<file path="config.mk">
export PLATFORM = sky130hd
export DESIGN_NAME = hazard_scoreboard
export DESIGN_NICKNAME = d
export VERILOG_FILES = /design/src/rtl/hazard_scoreboard.sv
export SDC_FILE = /design/constraint.sdc
export NUM_CORES = 1
export LEC_CHECK = 0
export ABC_AREA = 0
export BUFFER_PORTS_ARGS = -buffer_cell sky130_fd_sc_hd__buf_4
export CORE_MARGIN = 10
export CORE_UTILIZATION = 56
export DETAILED_ROUTE_END_ITERATION = 8
export PLACE_DENSITY = 0.77
export SYNTH_ARGS = -nofsm -noshare
export SYNTH_HDL_FRONTEND = slang
export SYNTH_SLANG_ARGS = --single-unit
</file>
<file path="constraint.sdc">
create_clock -name clk -period 3.9 [get_ports clk]
set_clock_uncertainty 0.1 [all_clocks]
set_input_delay 0.975 -clock clk [delete_from_list [all_inputs] [get_ports clk]]
set_output_delay 0.975 -clock clk [all_outputs]
set_load 0.01 [all_outputs]
</file>
<file path="src/rtl/hazard_scoreboard.sv">
// Per-register pending-write scoreboard beside the ID stage: detects RAW/WAW hazards
// against in-flight multi-cycle results, steers PC/IF-ID/bubble controls, counts stall cycles.
module hazard_scoreboard #(
  parameter int REG_ADDR_W = 5,
  parameter int LOAD_LAT   = 1,
  parameter int MD_LAT     = 4,
  parameter int CNT_W      = 3,
  parameter int STAT_W     = 16
) (
  input  logic                  clk,
  input  logic                  rst,
  input  logic                  id_valid,
  input  logic [REG_ADDR_W-1:0] id_rs_addr,
  input  logic [REG_ADDR_W-1:0] id_rt_addr,
  input  logic                  id_uses_rs,
  input  logic                  id_uses_rt,
  input  logic [REG_ADDR_W-1:0] id_rd_addr,
  input  logic                  id_reg_write,
  input  logic [1:0]            id_lat_sel,
  input  logic                  branch_flush,
  input  logic                  stat_clear,
  output logic                  PC_Write,
  output logic                  IF_ID_write,
  output logic                  IF_ID_flush,
  output logic                  isControl,
  output logic                  addr_ctrl,
  output logic                  hazard_stall,
  output logic [STAT_W-1:0]     stall_cycles
);

  localparam int NREG = 1 << REG_ADDR_W;

  logic [CNT_W-1:0] cnt [NREG];

  logic [CNT_W-1:0] class_lat;
  logic             rs_busy;
  logic             rt_busy;
  logic             rd_busy;
  logic             raw;
  logic             waw;
  logic             stall;
  logic             flush;
  logic             issue;
  logic             load_entry;

  always_comb begin
    class_lat = '0;
    case (id_lat_sel)
      2'd1:    class_lat = CNT_W'(LOAD_LAT);
      2'd2:    class_lat = CNT_W'(MD_LAT);
      default: class_lat = '0;
    endcase
  end

  // Register 0 is hardwired, so it never carries a pending result.
  assign rs_busy = id_uses_rs && (id_rs_addr != '0) && (cnt[id_rs_addr] != '0);
  assign rt_busy = id_uses_rt && (id_rt_addr != '0) && (cnt[id_rt_addr] != '0);
  assign rd_busy = id_reg_write && (id_rd_addr != '0) && (cnt[id_rd_addr] != '0);

  assign raw = id_valid && (rs_busy || rt_busy);
  assign waw = id_valid && rd_busy;

  // Held reset forces the idle control pattern even if branch_flush is high.
  assign flush = branch_flush && !rst;
  assign stall = (raw || waw) && !branch_flush && !rst;
  assign issue = id_valid && !stall && !branch_flush;

  assign load_entry = issue && id_reg_write && (id_rd_addr != '0) && (class_lat != '0);

  assign PC_Write     = !stall;
  assign IF_ID_write  = !stall;
  assign addr_ctrl    = !stall;
  assign isControl    = !stall && !flush;
  assign IF_ID_flush  = flush;
  assign hazard_stall = stall;

  // Older producers keep advancing every cycle; a fresh issue overrides the decrement.
  always_ff @(posedge clk or posedge rst) begin
    if (rst) begin
      for (int r = 0; r < NREG; r++) begin
        cnt[r] <= '0;
      end
    end else begin
      for (int r = 0; r < NREG; r++) begin
        if (cnt[r] != '0) begin
          cnt[r] <= cnt[r] - 1'b1;
        end
      end
      if (load_entry) begin
        cnt[id_rd_addr] <= class_lat;
      end
    end
  end

  always_ff @(posedge clk or posedge rst) begin
    if (rst) begin
      stall_cycles <= '0;
    end else if (stat_clear) begin
      stall_cycles <= '0;
    end else if (hazard_stall && (stall_cycles != '1)) begin
      stall_cycles <= stall_cycles + 1'b1;
    end
  end

endmodule

</file>
==> results.ini, run 1 <==
[status]
status = finished with violations
violations = setup timing

[final_layout]
final_cell_mix = inv_1, dfrtp_1, buf_4, ha_1, nor2_1
final_common_cell = inv_1
fin_util = 0.679
fillers = 1117
final_area_um2 = 9820
fin_nets = 1093
layout-drive-gt1-share = 0.222
fin_cells = 1158
antennaDiodeCount = 0
syn_to_final_growth_pct = 19.2

[drt]
drc = 0
dr.max_layer_used = met4
drtIter0Drc = 510
dr.pass1.iters = 5
wl_met1_mm = 8.54
wl_met3_mm = 1.12
vias = 6744
wl_per_cell_um = 17.5
dr_wl_met2_mm = 10.2
ant_nets = 0
via_per_inst = 5.82
finalWirelength_mm = 20.3

[sta]
setup_violations = 5
drv_slew = 0
slew_headroom = 0.431
grt_setup_unrepaired = true
fin_setup_tns_ns = -0.531
hold_viol = 0
timing.final.ws_setup_ns = -0.136
min_period_over_period = 1.03
fin_crit_ns = 4.04
max_freq_mhz = 248
worst_hold_slack_ns = 0.440
worst_pin_slew_ns = 0.852

[setup_path]
r2r-start = cnt[0]$_DFF_PP0_
path_cells = buf_8 -> or4_4 -> a21oi_4 -> a2111oi_4 -> o311a_1 -> a211o_1 -> nor3_4 -> nand2b_4 -> inv_4 -> nor2_2 -> buf_4
crit_start = id_rs_addr[1]
cp.arrival_ns = 2.96
worstRegToRegCells = 10
critPathMaxFanout = 6
criticalPathCategory = in -> out
cp.required_ns = 2.82
crit_end = isControl
max_stage_delay_ns = 0.52
slowest_stage = or4_4
setup.worst_path.end_class = primary output
r2r_slack_ns = 0.46
cp-start-kind = input pin
r2r_end = cnt[39]$_DFF_PP0_

[power]
p_leak_nw = 4.53
clkPwrFrac = 0.171
p_sw_frac = 0.393
internal_power_mw = 3.39
ir_worst_vdd_mv = 0.289
p_switching_mw = 2.20
p_per_area_nw_per_um2 = 569
pwr-share-seq = 0.347
total_power_mw = 5.59
combPwrFrac = 0.482

[job]
cap_violations = 0

[cts]
cts.path.max_buffers = 2
cts_buffers = 9
clk_latency_ns = 0.36
hold_buffers = 0
clk_pin_slew_ns = 0.07
clockRootBuffer = clkbuf_16
htree_num_levels = 3
cts_tree = yes
cts.sinks = 112

[floorplanning]
die_h_um = 141
initial_core_util = 0.569
rows = 44
die-area_um2 = 20000
pin_count = 47
die_w_um = 141
design.core.area_um2 = 14500

[global_route]
track_usage = 0.199
grt_antenna_before_repair = 0
grt_pass1_wl_mm = 32.6
grt_overflow = 0
grt_max_degree = 54
grt_pass1_vias = 6545

[logic_synthesis]
ys.flop_type = dfrtp_1
synth_area_um2 = 8240
async_flop_share = 1.00
netlist_instances = 868
syn_nets = 992
ys_ff_latch = 112
ys_top_cells_by_area = dfrtp_1, ha_1, mux2_1, inv_1, a211oi_2
synth_edf_count = 0
seq_area_frac_synth = 0.340
synth.avg_cell_area_um2 = 9.50
ys_warn_count = 0
synth_top_area_cell = dfrtp_1
synth_cell_types = 58
synth_top_cell_area_share = 0.340

[placed_design]
portBuffers = 46
post_dp_cell_area_um2 = 9270
dp_slack_ns = -0.430
place_congestion = 0.947
dpl.hpwl_mm = 14.8
placedCellCount = 1138

[hold_path]
hold_class = reg -> reg

[registers in the layout, indices dropped and copies added, names as in the netlist]
register and flops:
cnt 96, stall_cycles 16
[power groups by stage]
stage	clock, mW	combinational [mW]	sequential (mW)
2_1_floorplan	0	2.01	1.83
3_3_place_gp	0	2.46	1.91
3_5_place_dp	0	2.60	1.93
4_1_cts	0.974	2.66	1.91
5_1_grt	1.01	3.06	1.99
6_report	0.954	2.70	1.94
[how the worst min path moves through the flow]
| stage | start | end | depth (start not counted) |
|---|---|---|---|
| finish | cnt[64]$_DFF_PP0_ | cnt[64]$_DFF_PP0_ | 2 |
| global route | cnt[64]$_DFF_PP0_ | cnt[64]$_DFF_PP0_ | 2 |
| CTS | cnt[64]$_DFF_PP0_ | cnt[64]$_DFF_PP0_ | 2 |
| detailed placement | cnt[64]$_DFF_PP0_ | cnt[64]$_DFF_PP0_ | 2 |
| global placement | cnt[64]$_DFF_PP0_ | cnt[64]$_DFF_PP0_ | 2 |
| floorplan | cnt[13]$_DFF_PP0_ | cnt[13]$_DFF_PP0_ | 2 |
[repair_timing]
action / in CTS / in global routing
cloned: 0 / 0
setup buffers: 3 / 2
pin swaps: 9 / 13
gates resized for setup: 17 / 30
setup endpoints to repair: 5 / 5
[critical path, delay by kind of cell]
| family | cells | cell delay (ns) |
|---|---|---|
| and+or+nand+nor | 4 | 0.93 |
| AOI/OAI and AO/OA | 4 | 0.77 |
| buffers and inverters | 3 | 0.26 |
[logic make-up (layout without fill, tap and decap cells)]
logic type      Yosys count  count (layout)  synth area share
mux                      76              76             0.113
buf+inv                 176             282            0.0833
xor+xnor                 32              32            0.0340
fa+ha+maj                99              99             0.150
simple gates            232             232             0.145
compound gates          141             141             0.134
flops                   112             112             0.340
[synth_stat cells (all sizes together), types with 3 or more instances]
cell	count
or2	3
xnor2	32
a2111oi	13
mux2i	3
a211oi	37
a311oi	3
nand4	4
or3	5
buf	17
a31o	3
a21oi	46
nor3	39
o21ai	12
inv	144
and3	7
nor2b	6
nand2	18
mux2	66
clkbuf	15
or4	7
nand3	8
nor2	88
mux4	7
nand4b	3
nand2b	9
nor4	19
dfrtp	112
o22ai	4
ha	99
o31ai	5
nand3b	3
[final cells by class]
| type | count | area, um^2 | share of cell area |
|---|---|---|---|
| clock inverters | 3 | 40.0 | 0.00408 |
| inverters | 144 | 547 | 0.0557 |
| repair buffers | 122 | 995 | 0.101 |
| clock buffers | 13 | 260 | 0.0265 |
| well taps | 184 | 230 | 0.0234 |
| multi-input cells | 580 | 4950 | 0.504 |
| flip-flops and latches | 112 | 2800 | 0.285 |
[per-layer routing]
metal,track usage,vias to the layer above
met4,0.0696,0
met2,0.335,192
met5,0,-
met1,0.255,3330
met3,0.0294,37
li1,-,3185
No activity file was read; power rests on OpenSTA's default activity.
==> run 2, diff against run 1 <==
ABC_AREA = 1   (was 0)
CORE_ASPECT_RATIO = 1.5   (was not set)
CORE_UTILIZATION = 58   (was 56)
CTS_BUF_LIST = sky130_fd_sc_hd__clkbuf_4 sky130_fd_sc_hd__clkbuf_8   (was not set)
PLACE_DENSITY = 0.79   (was 0.77)
==> run 2 against run 1 <==
Compared with the run above:
- power up 4.4%
- routed wire length grew 30%
- the run now ends clean
- hold slack worse by 0.053 ns
- first-iteration DRC count rose by 47%
==> results.ini, run 2 <==
[final_layout]
fin_nets = 1500
syn_to_final_growth_pct = 8.43
fillers = 1461
largest_reg_flops = 96
reg_top3 = cnt: 96 flops, stall_cycles: 16 flops
regMostFlops = cnt
final_cell_mix = nand2_1, inv_1, nand3_1, nor2_1, dfrtp_1
antennaDiodeCount = 0
final_common_cell = nand2_1
fin_cells = 1584
final_area_um2 = 10000
layout-drive-gt1-share = 0.0789
fin_util = 0.641

[cts]
clk_pin_slew_ns = 0.11
cts_buffers = 9
clk_latency_ns = 0.42
hold_buffers = 0
cts.path.max_buffers = 2
cts_tree = yes
cts.sinks = 112
htree_num_levels = 3
clockRootBuffer = clkbuf_8

[sta]
fin_crit_ns = 3.72
timing.final.ws_setup_ns = 0.182
drv_slew = 0
worst_pin_slew_ns = 0.659
min_period_over_period = 0.953
max_freq_mhz = 269
worst_hold_slack_ns = 0.387
setup_violations = 0
slew_headroom = 0.560
fin_setup_tns_ns = 0
hold_viol = 0

[logic_synthesis]
ys_top_cells_by_area = dfrtp_1, nand2_1, ha_1, nand3_1, inv_1
synth.avg_cell_area_um2 = 6.86
netlist_instances = 1346
synth_cell_types = 30
synth_commonest_cells = nand2_1, inv_1, nand3_1, nor2_1, dfrtp_1
seq_area_frac_synth = 0.303
ys_ff_latch = 112
ys.flop_type = dfrtp_1
async_flop_share = 1.00
syn_nets = 1470
synth_top_cell_area_share = 0.303
synth_area_um2 = 9240
synthMostInstantiatedCell = nand2_1
synth_edf_count = 0
ys_warn_count = 0
synth_top_area_cell = dfrtp_1

[setup_path]
cp.required_ns = 2.82
crit_start = id_rs_addr[0]
critPathMaxFanout = 25
cp-start-kind = input pin
setup.worst_path.end_class = primary output
cp.arrival_ns = 2.64
r2r-start = cnt[52]$_DFF_PP0_
criticalPathCategory = in -> out

[placed_design]
placedCellCount = 1566
dpl.hpwl_mm = 19.0
post_dp_cell_area_um2 = 9770
place_congestion = 1.07
dp_slack_ns = 0.164
portBuffers = 46

[drt]
drtIter0Drc = 751
ant_nets = 0
dr.pass1.iters = 5
drc = 0
via_per_inst = 5.51
finalWirelength_mm = 26.3
vias = 8730
wl_per_cell_um = 16.6

[power]
p_per_area_nw_per_um2 = 583
total_power_mw = 5.84
ir_worst_vdd_mv = 0.260
p_leak_nw = 5.12

[job]
cap_violations = 0

[floorplanning]
die_h_um = 175
die-area_um2 = 21500
rows = 56
pin_count = 47
initial_core_util = 0.591
die_w_um = 123
design.core.area_um2 = 15600

[global_route]
busiest_layer = met2
grt_antenna_before_repair = 0
grt_overflow = 0
use_met2 = 0.435
gr-usage-met1 = 0.293
grt_max_degree = 113
grt_pass1_vias = 8700
grt_pass1_wl_mm = 43.3
gr-usage-met3 = 0.0360
track_usage = 0.251

[hold_path]
hold_class = reg -> reg
hp-start = cnt[93]$_DFF_PP0_

[status]
status = finished, final reports clean

-- run 2: changes by cell type after synthesis, sizes merged, moves of 16 or more --
cell    change
buf        +16
nor2       +35
inv        +54
nor4       -18
a31oi      +30
nand2     +351
nand3     +142
a211oi     -37
nor3       -34
mux2       -66
o21ai      +67
-- run 2: layout make-up --
class                           instances  area, um^2  area share
Clock buffer                            9         124      0.0124
Clock inverter                          7        87.6     0.00875
Inverter                              200         759      0.0758
Multi-Input combinational cell        981        5400       0.539
Sequential cell                       112        2800       0.280
Tap cell                              203         254      0.0254
Timing Repair Buffer                   72         586      0.0585
-- run 2: final timing paths --
path,slack (ns),endpoint,depth (start not counted)
min,0.39,cnt[93]$_DFF_PP0_,1
max,0.18,isControl,16
max in group asynchronous,2.59,cnt[45]$_DFF_PP0_,3
max reg2reg,0.77,cnt[56]$_DFF_PP0_,17
min reg2reg,0.39,cnt[93]$_DFF_PP0_,1
min in group asynchronous,0.65,stall_cycles[7]$_DFFE_PP0P_,3
-- run 2: per-layer routing --
| metal | part of all wire | up-vias | wire [um] |
|---|---|---|---|
| met5 | 0 | - | 0 |
| met4 | 0.037 | 0 | 978 |
| met3 | 0.050 | 64 | 1300 |
| met2 | 0.51 | 274 | 13400 |
| met1 | 0.40 | 4093 | 10600 |
| li1 | - | 4299 | - |
-- run 2: repair_timing --
item,4_1_cts,5_1_grt
gates resized for setup,0,9
setup buffers,0,2
setup endpoints to repair,0,4
-- run 2: power breakdown --
part           switching (mW)  total, mW  leakage (nW)  internal, mW
Sequential              0.262       1.79          1.43          1.53
Clock                   0.469      0.780         0.107         0.311
Combinational            1.92       3.26          3.58          1.34
Total                    2.66       5.84          5.12          3.18
-- run 2: kinds of logic (layout without fill, tap and decap cells) --
logic type	count (synthesis)	after routing	share of synthesized area
AOI/OAI and AO/OA	160	160	0.0921
xor gates and xnor gates	45	45	0.0427
adders and majority gates	99	99	0.134
buffers and inverters	253	288	0.112
DFF	112	112	0.303
muxes	14	14	0.0152
and+or+nand+nor	663	663	0.300
-- run 2: worst max-delay path: stages --
cell and delay (ns):
buf_4 0.17, buf_12 0.17, o211ai_1 0.19, nand2_1 0.10, nand2_1 0.06, nand2_1 0.06, nor2_2 0.12, nand2_1 0.06
nand2_1 0.05, nand2_1 0.05, nand2_2 0.08, nand3_2 0.11, nand2_4 0.13, inv_2 0.08, nor2_1 0.09, buf_4 0.12
==> run 3, diff against run 2 <==
PLACE_DENSITY = 0.83   (was 0.79)
==> run 3 against run 2 <==
Compared with the run above:
- final area barely moved
- count of clock-buffer cells in the layout increased by 1
- power down 0.62%
- sequential cell count stayed put
- via count down 0.16%
- critical path depth is 2 lower
- die area is the same
- core utilization hardly changed
- maximum frequency fell by 0.68%
- final cell count unchanged
- hold slack gained 0.028 ns
- sequential power about the same
- critical endpoint unchanged
- largest cell class unchanged
- highest routed layer unchanged
==> results.ini, run 3 (synthesis results as in run 2) <==
[cts]
htree_num_levels = 3
clk_latency_ns = 0.41
cts_buffers = 9
cts_tree = yes
postCtsSetupBuffers = 0
cts.sinks = 112
cts.path.max_buffers = 2
clockRootBuffer = clkbuf_8
clk_pin_slew_ns = 0.10

[floorplanning]
die_w_um = 123
die-area_um2 = 21500
die_h_um = 175
pin_count = 47
design.core.area_um2 = 15600
initial_core_util = 0.591
rows = 56

[setup_path]
setup.worst_path.end_class = primary output
worstRegToRegCells = 16
cp-start-kind = input pin
cp.required_ns = 2.82
r2r-start = cnt[18]$_DFF_PP0_
criticalPathCategory = in -> out
cp.arrival_ns = 2.67
critPathMaxFanout = 27
r2r_end = cnt[56]$_DFF_PP0_
r2r_slack_ns = 1.17

[power]
p_per_area_nw_per_um2 = 579
pwr-share-seq = 0.307
combPwrFrac = 0.560
ir_worst_vdd_mv = 0.259
total_power_mw = 5.80
p_sw_frac = 0.449
clkPwrFrac = 0.133
p_leak_nw = 5.13
p_switching_mw = 2.60
internal_power_mw = 3.19

[final_layout]
final_common_cell = nand2_1
fin_cells = 1584
antennaDiodeCount = 0
syn_to_final_growth_pct = 8.41
layout-drive-gt1-share = 0.0768
reg_top3 = cnt: 96 flops, stall_cycles: 16 flops
fin_nets = 1500
regMostFlops = cnt
final_cell_mix = nand2_1, inv_1, nand3_1, nor2_1, dfrtp_1
fillers = 1404
largest_reg_flops = 96

[hold_path]
min_delay_path_depth = 1
hold_class = reg -> reg
hp-start = cnt[93]$_DFF_PP0_
hold_path_end = cnt[93]$_DFF_PP0_

[drt]
vias = 8716
drtIter0Drc = 729
via_per_inst = 5.50
ant_nets = 0
dr.pass1.iters = 7
finalWirelength_mm = 26.2
drc = 0
wl_per_cell_um = 16.6

[sta]
worst_pin_slew_ns = 0.670
min_period_over_period = 0.960
fin_setup_tns_ns = 0
setup_violations = 0
worst_hold_slack_ns = 0.415
hold_viol = 0
slew_headroom = 0.552
grt_setup_unrepaired = false
drv_slew = 0
max_freq_mhz = 267
fin_crit_ns = 3.74

[global_route]
grt_pass1_wl_mm = 42.9
track_usage = 0.248
grt_pass1_vias = 8763
grt_overflow = 0
grt_max_degree = 80
grt_antenna_before_repair = 0

[job]
cap_violations = 0

[status]
status = finished, final reports clean

[placed_design]
dpl.hpwl_mm = 19.0
place_congestion = 1.03
placedCellCount = 1568
portBuffers = 46

==> run 3: area by class of cell <==
| class | count | area [um^2] | share of cell area |
|---|---|---|---|
| Multi-Input combinational cell | 981 | 5400 | 0.539 |
| Sequential cell | 112 | 2800 | 0.280 |
| Inverter | 200 | 757 | 0.0756 |
| Timing Repair Buffer | 72 | 591 | 0.0590 |
| Tap cell | 203 | 254 | 0.0254 |
| Clock buffer | 10 | 138 | 0.0137 |
| Clock inverter | 6 | 75.1 | 0.00750 |
==> run 3: layer usage <==
metal	vias up	GRT usage	share of wire	routed length, um
li1	4306	-	-	-
met1	4059	0.283	0.39	10400
met2	273	0.432	0.51	13300
met3	78	0.0425	0.052	1360
met4	0	0.121	0.047	1250
met5	-	0	0	0
==> run 3: per-stage QoR <==
stage               setup WS [ns]  cell area (um^2)   util
finish                      0.156             10000  0.641
global route               0.0393             10000  0.641
CTS                         0.114             10000  0.641
detailed placement          0.127              9800  0.627
global placement            0.119              9800  0.627
floorplan                   0.399              9240      -
==> run 3: power groups by stage <==
stage | Clock (mW) | Combinational [mW] | Sequential [mW]
2_1_floorplan | 0 | 2.56 | 1.74
3_3_place_gp | 0 | 3.09 | 1.79
3_5_place_dp | 0 | 3.21 | 1.80
4_1_cts | 0.779 | 3.24 | 1.78
5_1_grt | 0.824 | 3.76 | 1.83
6_report | 0.770 | 3.25 | 1.78
==> run 3: repair_timing <==
item                                    in CTS  in global routing
resized for setup                            0                  2
hold buffers                                 0                  0
endpoints found under the setup margin       0                  3
==> run 3: worst max-delay path by stage <==
stage                     end  slack [ns]           from  cells past startpoint
global route        isControl        0.04  id_rs_addr[0]                     14
CTS                 isControl        0.11  id_rs_addr[0]                     15
detailed placement  isControl        0.13  id_rs_addr[0]                     15
finish              isControl        0.16  id_rs_addr[0]                     14
floorplan            PC_Write        0.40  id_rs_addr[0]                     15
global placement    isControl        0.12  id_rs_addr[0]                     15
==> run 3: worst max-delay path, stage by stage <==
cell and delay, ns:
buf_4 0.16, buf_12 0.17, o21ai_0 0.23, nand3_1 0.14, nand3_1 0.15, nand3_1 0.09
nand2_1 0.07, nand2_1 0.05, nand2_1 0.08, nand3_2 0.13, nand2_4 0.13, inv_1 0.08
nor2_1 0.09, buf_4 0.12
